<file path="src/rtl/mips_ctrl_pkg.sv">
// Shared definitions for the multicycle MIPS controller:
//   opcode constants, ALU command encodings, the FSM state enum and the
//   pc_src / reg_dst / wb_sel select encodings.
// Optional build macro: CTRL_ILLEGAL_TRAP_EN (adds the StHalt state).
package mips_ctrl_pkg;

    localparam int unsigned OpW = 6;

    localparam logic [OpW-1:0] OpNop  = 6'b000000;
    localparam logic [OpW-1:0] OpAdd  = 6'b000001;
    localparam logic [OpW-1:0] OpSub  = 6'b000011;
    localparam logic [OpW-1:0] OpAnd  = 6'b000101;
    localparam logic [OpW-1:0] OpOr   = 6'b000110;
    localparam logic [OpW-1:0] OpNor  = 6'b000111;
    localparam logic [OpW-1:0] OpXor  = 6'b001000;
    localparam logic [OpW-1:0] OpSla  = 6'b001001;
    localparam logic [OpW-1:0] OpSll  = 6'b001010;
    localparam logic [OpW-1:0] OpSra  = 6'b001011;
    localparam logic [OpW-1:0] OpSrl  = 6'b001100;
    localparam logic [OpW-1:0] OpAddi = 6'b100000;
    localparam logic [OpW-1:0] OpSubi = 6'b100001;
    localparam logic [OpW-1:0] OpLd   = 6'b100100;
    localparam logic [OpW-1:0] OpSt   = 6'b100101;
    localparam logic [OpW-1:0] OpBez  = 6'b101000;
    localparam logic [OpW-1:0] OpBne  = 6'b101001;
    localparam logic [OpW-1:0] OpJmp  = 6'b101010;

    typedef enum logic [3:0] {
        AluAdd = 4'd0,
        AluSub = 4'd1,
        AluAnd = 4'd2,
        AluOr  = 4'd3,
        AluNor = 4'd4,
        AluXor = 4'd5,
        AluSla = 4'd6,
        AluSll = 4'd7,
        AluSra = 4'd8,
        AluSrl = 4'd9
    } alu_cmd_e;

    typedef enum logic [3:0] {
        StFetch,
        StDecode,
        StExecR,
        StExecI,
        StWbAlu,
        StMemAddr,
        StMemRd,
        StWbMem,
        StMemWr,
        StBranch,
        StJump
`ifdef CTRL_ILLEGAL_TRAP_EN
        , StHalt
`endif
    } state_e;

    localparam logic PcSrcSeq    = 1'b0;
    localparam logic PcSrcTarget = 1'b1;
    localparam logic RegDstRt    = 1'b0;
    localparam logic RegDstRd    = 1'b1;
    localparam logic WbSelAlu    = 1'b0;
    localparam logic WbSelMdr    = 1'b1;

endpackage

</file>
<file path="src/rtl/mips_multicycle_ctrl_if.sv">
// Controller <-> datapath bus for the multicycle MIPS core.
//   master: controller (consumes opcode/comparators/mem handshake/freeze,
//           drives every datapath enable and mux select)
//   slave : datapath/memory side
interface mips_multicycle_ctrl_if #(
    parameter int unsigned OPCODE_W = 6
);
    logic [OPCODE_W-1:0] opcode;
    logic                a_is_zero;
    logic                a_eq_b;
    logic                mem_ready;
    logic                freeze;

    logic                ir_write;
    logic                pc_write;
    logic                pc_src;
    logic                ab_write;
    logic                alu_src_b;
    logic [3:0]          alu_cmd;
    logic                alu_out_write;
    logic                mem_read;
    logic                mem_write;
    logic                mdr_write;
    logic                reg_write;
    logic                reg_dst;
    logic                wb_sel;

    modport master (
        input  opcode, a_is_zero, a_eq_b, mem_ready, freeze,
        output ir_write, pc_write, pc_src, ab_write, alu_src_b, alu_cmd, alu_out_write,
               mem_read, mem_write, mdr_write, reg_write, reg_dst, wb_sel
    );

    modport slave (
        output opcode, a_is_zero, a_eq_b, mem_ready, freeze,
        input  ir_write, pc_write, pc_src, ab_write, alu_src_b, alu_cmd, alu_out_write,
               mem_read, mem_write, mdr_write, reg_write, reg_dst, wb_sel
    );
endinterface

</file>
<file path="src/rtl/mips_alu_dec.sv">
// Combinational opcode -> ALU command lookup.
//   opcode  in  instruction opcode
//   alu_cmd out ALU operation; immediates and LD/ST map to ADD/SUB, all else ADD.
module mips_alu_dec
    import mips_ctrl_pkg::*;
(
    input  logic [OpW-1:0] opcode,
    output logic [3:0]     alu_cmd
);
    always_comb begin
        alu_cmd = AluAdd;
        case (opcode)
            OpAdd, OpAddi, OpLd, OpSt: alu_cmd = AluAdd;
            OpSub, OpSubi:             alu_cmd = AluSub;
            OpAnd:                     alu_cmd = AluAnd;
            OpOr:                      alu_cmd = AluOr;
            OpNor:                     alu_cmd = AluNor;
            OpXor:                     alu_cmd = AluXor;
            OpSla:                     alu_cmd = AluSla;
            OpSll:                     alu_cmd = AluSll;
            OpSra:                     alu_cmd = AluSra;
            OpSrl:                     alu_cmd = AluSrl;
            default:                   alu_cmd = AluAdd;
        endcase
    end
endmodule

</file>
<file path="src/rtl/mips_multicycle_ctrl.sv">
// Main control FSM of the multicycle MIPS core.
//   clk, rst     clock, asynchronous active-high reset
//   bus          controller side of mips_multicycle_ctrl_if (status in, enables out)
//   illegal_op   one-cycle pulse when DECODE sees an undefined opcode
//   halted       sticky trap indication (0 unless CTRL_ILLEGAL_TRAP_EN)
//   instr_count  retired instructions, wraps modulo 2^CNT_W
// Optional build macro: CTRL_ILLEGAL_TRAP_EN -- illegal opcodes trap to a HALT state.
module mips_multicycle_ctrl
    import mips_ctrl_pkg::*;
#(
    parameter int unsigned OPCODE_W = 6,
    parameter int unsigned CNT_W    = 32
) (
    input  logic                 clk,
    input  logic                 rst,
    mips_multicycle_ctrl_if.master bus,
    output logic                 illegal_op,
    output logic                 halted,
    output logic [CNT_W-1:0]     instr_count
);
    state_e              state_q, state_d;
    logic [CNT_W-1:0]    count_q;
    logic [OPCODE_W-1:0] op;
    logic [3:0]          dec_cmd;

    assign op = bus.opcode;

    mips_alu_dec u_alu_dec (
        .opcode  (op),
        .alu_cmd (dec_cmd)
    );

    always_ff @(posedge clk or posedge rst) begin
        if (rst) begin
            state_q <= StFetch;
            count_q <= '0;
        end else begin
            state_q <= state_d;
            // Retirement is any return to FETCH from elsewhere (NOP/illegal included).
            if (state_q != StFetch && state_d == StFetch) begin
                count_q <= count_q + 1'b1;
            end
        end
    end

    assign instr_count = count_q;

    always_comb begin
        state_d           = state_q;
        bus.ir_write      = 1'b0;
        bus.pc_write      = 1'b0;
        bus.pc_src        = PcSrcSeq;
        bus.ab_write      = 1'b0;
        bus.alu_src_b     = 1'b0;
        bus.alu_cmd       = AluAdd;
        bus.alu_out_write = 1'b0;
        bus.mem_read      = 1'b0;
        bus.mem_write     = 1'b0;
        bus.mdr_write     = 1'b0;
        bus.reg_write     = 1'b0;
        bus.reg_dst       = RegDstRt;
        bus.wb_sel        = WbSelAlu;
        illegal_op        = 1'b0;
        // Outputs are gated by rst so every enable is low while reset is held.
        if (!rst) begin
            unique case (state_q)
                StFetch: begin
                    if (!bus.freeze) begin
                        bus.ir_write = 1'b1;
                        bus.pc_write = 1'b1;
                        state_d      = StDecode;
                    end
                end
                StDecode: begin
                    bus.ab_write = 1'b1;
                    case (op)
                        OpNop:                           state_d = StFetch;
                        OpAdd, OpSub, OpAnd, OpOr, OpNor,
                        OpXor, OpSla, OpSll, OpSra, OpSrl: state_d = StExecR;
                        OpAddi, OpSubi:                  state_d = StExecI;
                        OpLd, OpSt:                      state_d = StMemAddr;
                        OpBez, OpBne:                    state_d = StBranch;
                        OpJmp:                           state_d = StJump;
                        default: begin
                            illegal_op = 1'b1;
`ifdef CTRL_ILLEGAL_TRAP_EN
                            state_d    = StHalt;
`else
                            state_d    = StFetch;
`endif
                        end
                    endcase
                end
                StExecR, StExecI: begin
                    bus.alu_src_b     = (state_q == StExecI);
                    bus.alu_cmd       = dec_cmd;
                    bus.alu_out_write = 1'b1;
                    state_d           = StWbAlu;
                end
                StWbAlu: begin
                    bus.reg_write = 1'b1;
                    // R-type writes rd, immediates write rt.
                    bus.reg_dst   = (op == OpAddi || op == OpSubi) ? RegDstRt : RegDstRd;
                    state_d       = StFetch;
                end
                StMemAddr: begin
                    bus.alu_src_b     = 1'b1;
                    bus.alu_cmd       = AluAdd;
                    bus.alu_out_write = 1'b1;
                    state_d           = (op == OpSt) ? StMemWr : StMemRd;
                end
                StMemRd: begin
                    bus.mem_read = 1'b1;
                    if (bus.mem_ready) begin
                        bus.mdr_write = 1'b1;
                        state_d       = StWbMem;
                    end
                end
                StWbMem: begin
                    bus.reg_write = 1'b1;
                    bus.wb_sel    = WbSelMdr;
                    state_d       = StFetch;
                end
                StMemWr: begin
                    bus.mem_write = 1'b1;
                    if (bus.mem_ready) begin
                        state_d = StFetch;
                    end
                end
                StBranch: begin
                    bus.pc_src   = PcSrcTarget;
                    bus.pc_write = (op == OpBez) ? bus.a_is_zero : ~bus.a_eq_b;
                    state_d      = StFetch;
                end
                StJump: begin
                    bus.pc_src   = PcSrcTarget;
                    bus.pc_write = 1'b1;
                    state_d      = StFetch;
                end
`ifdef CTRL_ILLEGAL_TRAP_EN
                StHalt: state_d = StHalt;
`endif
                default: state_d = StFetch;
            endcase
        end
    end

`ifdef CTRL_ILLEGAL_TRAP_EN
    assign halted = (state_q == StHalt);
`else
    assign halted = 1'b0;
`endif

endmodule

</file>
<file path="src/flat_wrapper.sv">
// flat-port wrapper written by rule: the top's interface ports become plain ports
module mips_multicycle_ctrl_flat import mips_ctrl_pkg::*;
#(
    parameter int unsigned OPCODE_W = 6,
    parameter int unsigned CNT_W    = 32
)
  (clk, rst, illegal_op, halted, instr_count, bus_opcode, bus_a_is_zero, bus_a_eq_b, bus_mem_ready, bus_freeze, bus_ir_write, bus_pc_write, bus_pc_src, bus_ab_write, bus_alu_src_b, bus_alu_cmd, bus_alu_out_write, bus_mem_read, bus_mem_write, bus_mdr_write, bus_reg_write, bus_reg_dst, bus_wb_sel);
  mips_multicycle_ctrl_if #(.OPCODE_W(OPCODE_W)) bus_i ();
  input  logic clk;
  input  logic rst;
  output logic illegal_op;
  output logic halted;
  output logic [CNT_W-1:0] instr_count;
  input wire logic [$bits(bus_i.opcode)-1:0] bus_opcode;
  input wire logic [$bits(bus_i.a_is_zero)-1:0] bus_a_is_zero;
  input wire logic [$bits(bus_i.a_eq_b)-1:0] bus_a_eq_b;
  input wire logic [$bits(bus_i.mem_ready)-1:0] bus_mem_ready;
  input wire logic [$bits(bus_i.freeze)-1:0] bus_freeze;
  output wire logic [$bits(bus_i.ir_write)-1:0] bus_ir_write;
  output wire logic [$bits(bus_i.pc_write)-1:0] bus_pc_write;
  output wire logic [$bits(bus_i.pc_src)-1:0] bus_pc_src;
  output wire logic [$bits(bus_i.ab_write)-1:0] bus_ab_write;
  output wire logic [$bits(bus_i.alu_src_b)-1:0] bus_alu_src_b;
  output wire logic [$bits(bus_i.alu_cmd)-1:0] bus_alu_cmd;
  output wire logic [$bits(bus_i.alu_out_write)-1:0] bus_alu_out_write;
  output wire logic [$bits(bus_i.mem_read)-1:0] bus_mem_read;
  output wire logic [$bits(bus_i.mem_write)-1:0] bus_mem_write;
  output wire logic [$bits(bus_i.mdr_write)-1:0] bus_mdr_write;
  output wire logic [$bits(bus_i.reg_write)-1:0] bus_reg_write;
  output wire logic [$bits(bus_i.reg_dst)-1:0] bus_reg_dst;
  output wire logic [$bits(bus_i.wb_sel)-1:0] bus_wb_sel;
  assign bus_i.opcode = bus_opcode;
  assign bus_i.a_is_zero = bus_a_is_zero;
  assign bus_i.a_eq_b = bus_a_eq_b;
  assign bus_i.mem_ready = bus_mem_ready;
  assign bus_i.freeze = bus_freeze;
  assign bus_ir_write = bus_i.ir_write;
  assign bus_pc_write = bus_i.pc_write;
  assign bus_pc_src = bus_i.pc_src;
  assign bus_ab_write = bus_i.ab_write;
  assign bus_alu_src_b = bus_i.alu_src_b;
  assign bus_alu_cmd = bus_i.alu_cmd;
  assign bus_alu_out_write = bus_i.alu_out_write;
  assign bus_mem_read = bus_i.mem_read;
  assign bus_mem_write = bus_i.mem_write;
  assign bus_mdr_write = bus_i.mdr_write;
  assign bus_reg_write = bus_i.reg_write;
  assign bus_reg_dst = bus_i.reg_dst;
  assign bus_wb_sel = bus_i.wb_sel;
  mips_multicycle_ctrl #(.OPCODE_W(OPCODE_W), .CNT_W(CNT_W)) u_core (.clk(clk), .rst(rst), .bus(bus_i), .illegal_op(illegal_op), .halted(halted), .instr_count(instr_count));
endmodule
</file>
<file path="config.mk">
export PLATFORM = sky130hd
export DESIGN_NAME = mips_multicycle_ctrl_flat
export DESIGN_NICKNAME = d
export VERILOG_FILES = /design/src/rtl/mips_ctrl_pkg.sv /design/src/rtl/mips_multicycle_ctrl_if.sv /design/src/rtl/mips_alu_dec.sv /design/src/rtl/mips_multicycle_ctrl.sv /design/src/flat_wrapper.sv
export SDC_FILE = /design/constraint.sdc
export NUM_CORES = 1
export LEC_CHECK = 0
export CAP_MARGIN = 10
export CORE_ASPECT_RATIO = 1.5
export CORE_MARGIN = 2
export CORE_UTILIZATION = 40
export DETAILED_ROUTE_END_ITERATION = 16
export GPL_ROUTABILITY_DRIVEN = 0
export PLACE_DENSITY = 0.76
export SETUP_SLACK_MARGIN = 0.3
export SLEW_MARGIN = 20
export SYNTH_ARGS = -nofsm -noshare
export SYNTH_HDL_FRONTEND = slang
export SYNTH_SLANG_ARGS = --single-unit
</file>
<file path="constraint.sdc">
create_clock -name clk -period 2.8 [get_ports clk]
set_clock_uncertainty 0.1 [all_clocks]
set_input_delay 0.42 -clock clk [delete_from_list [all_inputs] [get_ports clk]]
set_output_delay 0.42 -clock clk [all_outputs]
set_load 0.005 [all_outputs]
</file>
Yosys cells after proc, flatten, opt, wreduce, memory -nomap -nowiden
Memory sizes are Yosys's and may differ from the RTL's.
Index checks and enable logic that the tools add are counted.
{ "word_totals": {"reg_bits": 36, "out_inout_bits": 50, "rom_bits": 256, "mem_count": 1} }
{ "mem_list": {"columns": ["memory", "depth", "width", "read_ports", "rd_ports_with_merged_regs", "write_ports", "line_no", "source"], "rows": [
  ["(name not given)", 64, 4, 1, 0, 0, "mips_alu_dec.sv:12", "case (opcode)"]
]} }
{ "op_classes": {"reduce_logical": 15, "n_mux": 40, "n_addsub": 1, "n_eq_ne": 27, "bitwise_logic": 1} }
{ "ops": {"columns": ["cell", "count"], "rows": [
  ["6-bit equality test (second input constant)", 7],
  ["32-bit by 1-bit adder with 32-bit output (second input constant)", 1],
  ["6-bit by 4-bit equality test with 1-bit output (second input constant)", 5],
  ["1-bit 2-to-1 mux", 29],
  ["4-bit 2-to-1 mux", 7],
  ["4-bit one-hot mux with 6 select lines", 1],
  ["4-bit one-hot mux with 5 select lines", 1],
  ["6-bit by 3-bit equality test with 1-bit output (second input constant)", 3],
  ["18-bit OR reduction", 1],
  ["4-bit by 3-bit equality test with 1-bit output (second input constant)", 4],
  ["4-bit equality test (second input constant)", 3],
  ["2-bit OR reduction", 6],
  ["10-bit OR reduction", 1],
  ["4-bit by 2-bit equality test with 1-bit output (second input constant)", 2],
  ["4-bit logical NOT", 2],
  ["6-bit by 1-bit equality test with 1-bit output (second input constant)", 1],
  ["6-bit by 2-bit equality test with 1-bit output (second input constant)", 1],
  ["6-bit logical NOT", 1],
  ["4-bit by 1-bit equality test with 1-bit output (second input constant)", 1],
  ["4-bit nonzero test", 1],
  ["1-bit one-hot mux with 3 select lines", 1],
  ["3-bit OR reduction", 1],
  ["1-bit one-hot mux with 2 select lines", 1],
  ["1-bit logical AND", 1],
  ["2 further kinds", 2]
]} }

Logic depth before layout (Yosys ltp)
Gate-level depths: netlist (run 1).
{ "depth": {"ltp_word": 7, "ltp_mapped": 10, "mapped_depth_nobuf": 9} }

Modules after synthesis
From an unflattened synthesis (run 1), not the netlist that was laid out.
{ "hier_totals": {"cells_unflattened": 270, "area_unflattened_um2": 2555.0} }
{ "by_module_without_submodules": {"columns": ["module", "cells_per_inst", "instances", "area_per_inst_um2"], "rows": [
  ["mips_multicycle_ctrl", 247, 1, 2358.5],
  ["mips_alu_dec", 23, 1, 196.4]
]} }

Worst setup path after synthesis (run 1)
No wires, ideal clock.
{ "synth_timing": {"kind": "input -> register", "start": "input port rst", "end": "register u_core.count_q[1] (netlist: u_core.instr_count[1])", "required_time_ps": 2572, "slack_ps": 15, "path_buffers": 2, "arrival_ps": 2558, "cell_stages": 6, "setup_ps": 128, "path_cell_list": "buf_2 -> inv_1 -> a41oi_1 -> o2111ai_2 -> buf_2 -> mux2_1"} }
{ "synth_between": {"elab_chain_len": 3} }
{ "synth_lines": {"columns": ["item", "line_no", "source"], "rows": [
  ["from (decl)", "flat_wrapper.sv:10", "input logic rst;"],
  ["4-bit 2-to-1 mux", "mips_multicycle_ctrl.sv:65", "if (!rst) begin"],
  ["4-bit logical NOT", "mips_multicycle_ctrl.sv:40", "if (state_q != StFetch && state_d == StFetch) begin"],
  ["1-bit logical AND", "mips_multicycle_ctrl.sv:40", null],
  ["to (signal assigned)", "mips_multicycle_ctrl.sv:41", "count_q <= count_q + 1'b1;"],
  ["to (decl)", "mips_multicycle_ctrl.sv:22", "logic [CNT_W-1:0] count_q;"]
]} }
Every way passes these cells.
A chain may end at the register's enable or synchronous reset.

Worst setup path in the final report (run 1)
{ "layout_timing": {"start": "input port bus_opcode[0]", "end": "register u_core.count_q[1] (netlist: u_core.instr_count[1])"} }
{ "layout_between": {"elab_chain_len": 7} }
{ "layout_lines": {"columns": ["item", "line_no", "source"], "rows": [
  ["from (decl)", "flat_wrapper.sv:14", "input wire logic [$bits(bus_i.opcode)-1:0] bus_opcode;"],
  ["6-bit by 1-bit equality test with 1-bit output, or another cell as far along", "mips_multicycle_ctrl.sv:76", "case (op)"],
  ["10-bit OR reduction / 2-bit OR reduction (equally long branches)", null, null],
  ["4-bit one-hot mux with 5 select lines", "mips_multicycle_ctrl.sv:76", null],
  ["4-bit one-hot mux with 6 select lines (*)", "mips_multicycle_ctrl.sv:66", "unique case (state_q)"],
  ["4-bit 2-to-1 mux (*)", "mips_multicycle_ctrl.sv:65", null],
  ["4-bit logical NOT (*)", "mips_multicycle_ctrl.sv:40", null],
  ["1-bit logical AND (*)", "mips_multicycle_ctrl.sv:40", null]
]} }
Mark *: on every way between the ends. The rest lies on a longest branch, timed or not.

==> impl_metrics.csv, run 1 <==
group,metric,value,unit
sta,post-route-period-util,93.4,%
yosys,synth_cell_types,53,
yosys,synth.top_cells.by_area,"dfrtp_1 (36%), xor2_1 (11%), nor3_1 (4.8%), nand3_1 (4.4%), nand2_1 (3.5%)",
global_route,grt_max_degree,37,
die,effective_utilization_at_floorplan,41.0,%
clock_tree,cts.htree.levels,2,
cells_and_area,num_antenna_cells,0,
yosys,yosysWarningCount,0,
yosys,synth_seq_cells,36,
clock_tree,cts-buffers-inserted,5,
cells_and_area,area_delta_synth_final,74.7,%
job,drv.max_cap_violation_count,0,
critical_path,critical_path.max_fanout,4,
yosys,synth_area_per_cell,8.66,µm²
yosys,syn_area,0.00249,mm²
critical_path,cp_slowest_stage_delay,290,ps
drt,drtAntennaViolNets,0,
global_route,grt_first_pass_wirelength,13500,µm
sta,post-route-worst-setup-slack,186,ps
drt,route.detailed.vias_per_inst,5.78,
clock_tree,holdBufCountCts,0,
critical_path,worst_setup_path_end_kind,"flop",
pwr,cell_internal_pwr,0.00147,W
sta,timing_hold_violations_final,0,
drt,detail_route.drc_violations,0,
pwr,netSwitchingPower,0.000980,W
global_route,initial_antenna_violation_count,0,
critical_path,crit_type,"input pin to flop",
die,design.die.area,0.00690,mm²
sta,finalSetupTns,0,ps
clock_tree,cts_sinks,36,
yosys,post_synth_arst_share,100,%
critical_path,cp_cell_sequence,"buf_8 -> buf_6 -> ha_4 -> mux2_4 -> and3_4 -> a211oi_2 -> buf_4 -> nor4b_4 -> buf_4 -> o2111ai_4 -> buf_4 -> mux2_4",
die,pin_count,62,
placement,count_of_input_and_output_buffers,60,
sta,worst_slew_pin_slew,598,ps
sta,final.min_clock_period,2610,ps
global_route,grt_remaining_overflow,0,
clock_tree,worst_skew_pair.late_latency,290,ps
cells_and_area,layout_commonest_cell,"buf_4",
global_route,grtUsageTotal,26.0,%
pwr,leakagePower,2.18,nW
global_route,grt_pass1_vias,2817,
critical_path,startpoint_type,"input pin",
clock_tree,worst_setup_hold_path_clk_slew,70,ps
yosys,synth_seq_area_share,36.1,%
die,floorplan.die.height,101,µm
pwr,share_clk_of_total_power,16.0,%
cells_and_area,finalNetCount,424,
drt,routed-via-count,2781,
die,site_row_count,35,
placement,place_worst_setup_slack,-488,ps
yosys,synth_top_area_share,36.1,%
sta,slew_violations,0,
drt,drt_wl_total,8790,µm
cells_and_area,post_route_cells_drive_above_1_share,36.9,%
pwr,max-vdd-ir-drop,0.000571,V
critical_path,critical_path_arrival,2690,ps
die,core_region_area,0.00609,mm²
status,outcome,"complete, no violations",
sta,rsz0062_at_grt,"yes",
drt,dr.pass1.iters,4,
critical_path,cp.required,2880,ps
clock_tree,clockRootBuffer,"clkbuf_8",
clock_tree,cts_tree,"built",
yosys,synthesis.nets,306,
pwr,p_per_area,562,mW/mm²
yosys,synth-edff-count,0,
placement,hpwl,5470,µm
pwr,switching_part_of_the_total,40.0,%
hold_path,holdCritPathClass,"flop to flop",
drt,drtIter0Drc,182,
yosys,dominantRegCellSynth,"dfrtp_1",
drt,wire_per_inst,18.3,µm
die,die-width,68.5,µm
clock_tree,max-clock-path-buffers,2,
pwr,p_comb_share,57.7,%
yosys,yosysTopAreaCell,"dfrtp_1",
pwr,fin_total_pwr,0.00245,W
critical_path,critical-path-top-cell-by-count,"buf_4",
critical_path,slowest_stage,"mux2_4",
sta,setup_violations,0,
yosys,instance_count_of_the_mapped_netlist,288,
sta,maxClockFrequency,0.383,GHz
pwr,seq_power_share,26.3,%
sta,hold-worst-slack,401,ps
cells_and_area,layout_common_cells,"buf_4 (53), clkdlybuf4s50_1 (46), dfrtp_1 (36)",
sta,slew-limit-headroom,60.0,%
[critical path, delay by kind of cell]
kind	cells	cell delay (ps)
buffers and inverters	5	730
muxes	2	570
and+or+nand+nor	2	450
AOI/OAI and AO/OA	2	370
adders and majority gates	1	150
[power by group through the flow]
stage,Clock [W],Combinational [W],Sequential [W]
2_1_floorplan,0,0.000560,0.000633
3_3_place_gp,0,0.000893,0.000642
3_5_place_dp,0,0.000907,0.000643
4_1_cts,0.000390,0.00120,0.000640
5_1_grt,0.000414,0.00149,0.000650
6_report,0.000391,0.00141,0.000644
[path summary, 6_finish.rpt]
| kind | startpoint | to | slack (ps) | cells past startpoint |
|---|---|---|---|---|
| worst min-delay path | u_core.instr_count[20] | u_core.instr_count[20] | 400 | 1 |
| worst max-delay path | bus_opcode[0] | u_core.instr_count[1] | 190 | 12 |
| max in group asynchronous | rst | u_core.instr_count[30] | 1750 | 5 |
| worst max register to register | u_core.state_q[1] | u_core.instr_count[9] | 220 | 10 |
| min in group asynchronous | rst | u_core.instr_count[10] | 510 | 5 |
| worst min register to register | u_core.instr_count[20] | u_core.instr_count[20] | 400 | 1 |
[cell usage after synthesis, types with 2 or more instances]
cell      count
a41oi_1       2
nor2_1       22
nor4_2        3
nor4bb_1      2
ha_1          6
nor3b_1       3
xnor2_1       3
mux2_1        2
o21ai_0       4
a21o_1        3
nand2b_1      5
or3_1         2
buf_1         2
nor4_1       10
and3_1        8
and2_1        7
xor2_1       30
buf_2        11
dfrtp_1      36
o22ai_1       2
and4_1        2
a21oi_1       7
inv_1        11
nor3_1       24
nand3_1      22
clkbuf_1      3
nand4_1       6
nor2b_1       3
nand2_1      23
[routing by layer]
layer | track usage, % | up-vias | routed length, µm | part of all wire, %
li1 | - | 1266 | - | -
met1 | 27.8 | 1371 | 3160 | 36
met2 | 45.3 | 110 | 4770 | 54
met3 | 5.47 | 34 | 446 | 5.1
met4 | 14.8 | 0 | 410 | 4.7
met5 | 0 | - | 0 | 0
[what timing repair did]
action                                  in CTS  in global routing
cloned                                       3                  0
endpoints found under the setup margin      46                 46
gates resized for setup                     73                 47
endpoints found under the hold margin        0                  0
setup buffers                               11                 13
pin swaps                                   15                 29
[registers in the layout, summed over array words and instances, names as in the netlist]
name,count
u_core.state_q,4
u_core.instr_count,32
[metrics by stage]
| step | area (µm²) | utilization [%] | instances |
|---|---|---|---|
| 5_1_grt | 4360 | 71.6 | 481 |
| 6_report | 4360 | 71.6 | 481 |
| 2_1_floorplan | 2710 | - | 288 |
| 3_3_place_gp | 3620 | 59.5 | 446 |
| 3_5_place_dp | 3620 | 59.5 | 446 |
| 4_1_cts | 4080 | 67.0 | 468 |
[logic make-up (layout without fill, tap and decap cells)]
| kind of cell | count (synthesis) | count (layout) | synth area share (%) |
|---|---|---|---|
| simple gates | 148 | 148 | 33.0 |
| flops | 36 | 36 | 36.1 |
| xor+xnor | 33 | 33 | 11.6 |
| compound gates | 32 | 33 | 9.48 |
| buf+inv | 29 | 147 | 5.37 |
| fa+ha+maj | 6 | 6 | 3.01 |
| mux | 3 | 3 | 1.30 |
| other cells | 1 | 1 | 0.150 |
[cell type report]
class,instances,area [µm²]
Sequential cell,36,901
Inverter,11,48.8
Clock buffer,8,90.1
Multi-Input combinational cell,224,2010
Tap cell,74,92.6
Timing Repair Buffer,128,1210
Fill cell,418,1730
Power figures use the tool's default switching activity.
==> run 2, diff against run 1 <==
Settings changed: SYNTH_HIERARCHICAL from default to 1.
Clock period 2.8 ns to 2.6 ns, I/O delays scaled along.
==> run 2 against run 1 <==
- wire length shrank 12%
- combinational power shrank 48%
- via count shrank 6.6%
- clock-buffer cell count shrank 3
- non-clock buffer count shrank 5
- die area grew 2.3%
- synthesized cell count shrank 6.3%
- flip-flop and latch count is the same
- synthesized area grew 2.4%
- clock power grew 26%
==> impl_metrics.csv, run 2 <==
group,metric,value,unit
status,outcome,"complete, no violations",
clock_tree,cts_sinks,36,
cells_and_area,area_delta_synth_final,58.0,%
cells_and_area,finalNetCount,403,
placement,count_of_input_and_output_buffers,60,
drt,detail_route.drc_violations,0,
yosys,yosysWarningCount,6,
yosys,synthMostInstantiatedCell,"dfrtp_1",
sta,post-route-period-util,92.0,%
yosys,synthesis.nets,288,
cells_and_area,layout_commonest_cell,"buf_4",
clock_tree,worst_setup_hold_path_clk_slew,80,ps
drt,dr.pass1.iters,4,
global_route,grt_first_pass_wirelength,12200,µm
yosys,synth_cell_types,58,
critical_path,startpoint_type,"flop",
critical_path,critical_path_arrival,2510,ps
yosys,synth_seq_area_share,35.3,%
global_route,grt_remaining_overflow,0,
global_route,grt_pass1_vias,2675,
sta,timing_hold_violations_final,0,
clock_tree,worst_skew_pair.late_latency,290,ps
cells_and_area,post_route_cells_drive_above_1_share,36.3,%
yosys,synth_seq_cells,36,
clock_tree,cts.htree.levels,2,
placement,place_worst_setup_slack,-410,ps
global_route,grt_max_degree,23,
hold_path,holdCritPathClass,"flop to flop",
sta,post-route-worst-setup-slack,207,ps
cells_and_area,largest_register_ff_count,32,
yosys,synth-edff-count,0,
sta,hold-worst-slack,385,ps
die,core_region_area,0.00617,mm²
critical_path,worst_setup_path_end_kind,"flop",
yosys,synth_area_per_cell,9.46,µm²
die,effective_utilization_at_floorplan,41.4,%
yosys,dominantRegCellSynth,"dfrtp_1",
critical_path,crit_type,"flop to flop",
yosys,yosysTopAreaCell,"dfrtp_1",
cells_and_area,layout_common_cells,"buf_4 (45), clkdlybuf4s50_1 (37), dfrtp_1 (35)",
clock_tree,holdBufCountCts,0,
die,pin_count,62,
drt,drtAntennaViolNets,0,
clock_tree,clockRootBuffer,"clkbuf_8",
yosys,synth_top_area_share,35.3,%
yosys,post_synth_arst_share,100,%
drt,route.detailed.vias_per_inst,5.65,
yosys,syn_area,0.00255,mm²
sta,rsz0062_at_grt,"yes",
sta,final.min_clock_period,2390,ps
drt,routed-via-count,2597,
job,drv.max_cap_violation_count,0,
yosys,instance_count_of_the_mapped_netlist,270,
cells_and_area,fill_cells,455,
pwr,leakagePower,1.80,nW
global_route,initial_antenna_violation_count,0,
drt,drtIter0Drc,197,
sta,slew_violations,0,
die,die-width,69.3,µm
clock_tree,max-clock-path-buffers,2,
global_route,grtUsageTotal,21.4,%
die,floorplan.die.height,102,µm
pwr,p_per_area,472,mW/mm²
yosys,synth.top_cells.by_area,"dfrtp_1 (35%), xnor2_1 (11%), nand4_1 (4.9%), and3_1 (3.9%), and2_1 (3.2%)",
clock_tree,cts-buffers-inserted,5,
sta,setup_violations,0,
placement,hpwl,5280,µm
critical_path,cp.required,2720,ps
pwr,max-vdd-ir-drop,0.000204,V
yosys,synth.cells.most_frequent,"dfrtp_1 (36), xnor2_1 (33), nand4_1 (20)",
sta,maxClockFrequency,0.418,GHz
drt,wire_per_inst,16.9,µm
die,site_row_count,35,
clock_tree,cts_tree,"built",
drt,drt_wl_total,7760,µm
critical_path,critical_path.max_fanout,7,
cells_and_area,num_antenna_cells,0,
die,design.die.area,0.00706,mm²
==> run 2: changes by cell type in the layout (fill, tap and decap cells not counted), moves of 9 or more <==
| cell | before | now |
|---|---|---|
| xor2_1 | 29 | 1 |
| nand2_1 | 22 | 13 |
| nor3_4 | 15 | 2 |
| nand4_1 | 6 | 20 |
| nand3_1 | 22 | 5 |
| clkdlybuf4s50_1 | 46 | 37 |
| xnor2_1 | 2 | 26 |
| buf_6 | 7 | 16 |
==> run 2: stage by stage <==
stage	cell area (µm²)	util [%]	std cells	total power, W	TNS (ps)
after floorplan	2580	-	270	0.000984	0
after global placement	3520	57.0	430	0.00124	-10900
after detailed placement	3520	57.0	430	0.00126	-12740
after CTS	3860	62.6	455	0.00183	0
after global routing	4040	65.4	460	0.00200	0
final	4040	65.4	460	0.00191	0
==> run 2: where the power goes <==
part	internal, W	switching, W
clock	0.000284	0.000211
combinational	0.000399	0.000336
sequential	0.000611	0.0000673
total	0.00129	0.000614
==> run 2: layout make-up <==
| cell class | instances | area, µm² | share of cell area, % |
|---|---|---|---|
| Clock buffer | 5 | 68.8 | 1.70 |
| Clock inverter | 3 | 42.5 | 1.05 |
| Inverter | 7 | 30.0 | 0.744 |
| Multi-Input combinational cell | 212 | 1810 | 44.7 |
| Sequential cell | 36 | 902 | 22.3 |
| Tap cell | 74 | 92.6 | 2.29 |
| Timing Repair Buffer | 123 | 1100 | 27.1 |
==> run 2: final timing paths <==
kind,startpoint,slack [ps],depth (start not counted),end
worst min register to register,u_core/instr_count[25],380,1,u_core/instr_count[25]
worst max-delay path,u_core/state_q[3],210,7,u_core/instr_count[15]
min in group asynchronous,rst,410,4,u_core/instr_count[24]
worst max register to register,u_core/state_q[3],210,7,u_core/instr_count[15]
worst min-delay path,u_core/instr_count[25],380,1,u_core/instr_count[25]
max in group asynchronous,rst,1740,4,u_core/state_q[1]
==> run 2: what timing repair did <==
action	in CTS	in global routing
setup endpoints to repair	49	41
gates cloned	2	0
pin swaps	44	18
buffers inserted	15	5
resized for setup	66	48
==> run 2: kinds of logic after synthesis <==
logic type | after synthesis | share of synthesized area (%)
AO/OA/AOI/OAI | 39 | 13.5
XOR/XNOR | 34 | 11.7
adder cells (fa/ha/maj) | 6 | 2.94
buffers and inverters | 22 | 4.11
flip-flops | 36 | 35.3
multiplexers | 3 | 1.22
other | 1 | 0.147
AND/OR/NAND/NOR | 129 | 31.2
==> run 2: layer usage <==
layer	vias to the layer above	global-route usage (%)	share of wire (%)
li1	1213	-	-
met1	1280	21.7	37
met2	88	41.7	56
met3	16	3.65	3.8
met4	0	11.2	2.8
met5	-	0	0
==> run 2: worst max-delay path, cell delays in order (launching register included) <==
cell,delay (ps)
dfrtp_1,400
or4b_4,580
or3_4,400
a311oi_4,300
nor3b_4,110
buf_6,160
nand4_1,130
xnor2_2,130
==> run 3, diff against run 2 <==
Settings changed: SLEW_MARGIN 20 to default.
==> results of run 3 <==
Final layout, timing and power as in run 2 (identical DEF).
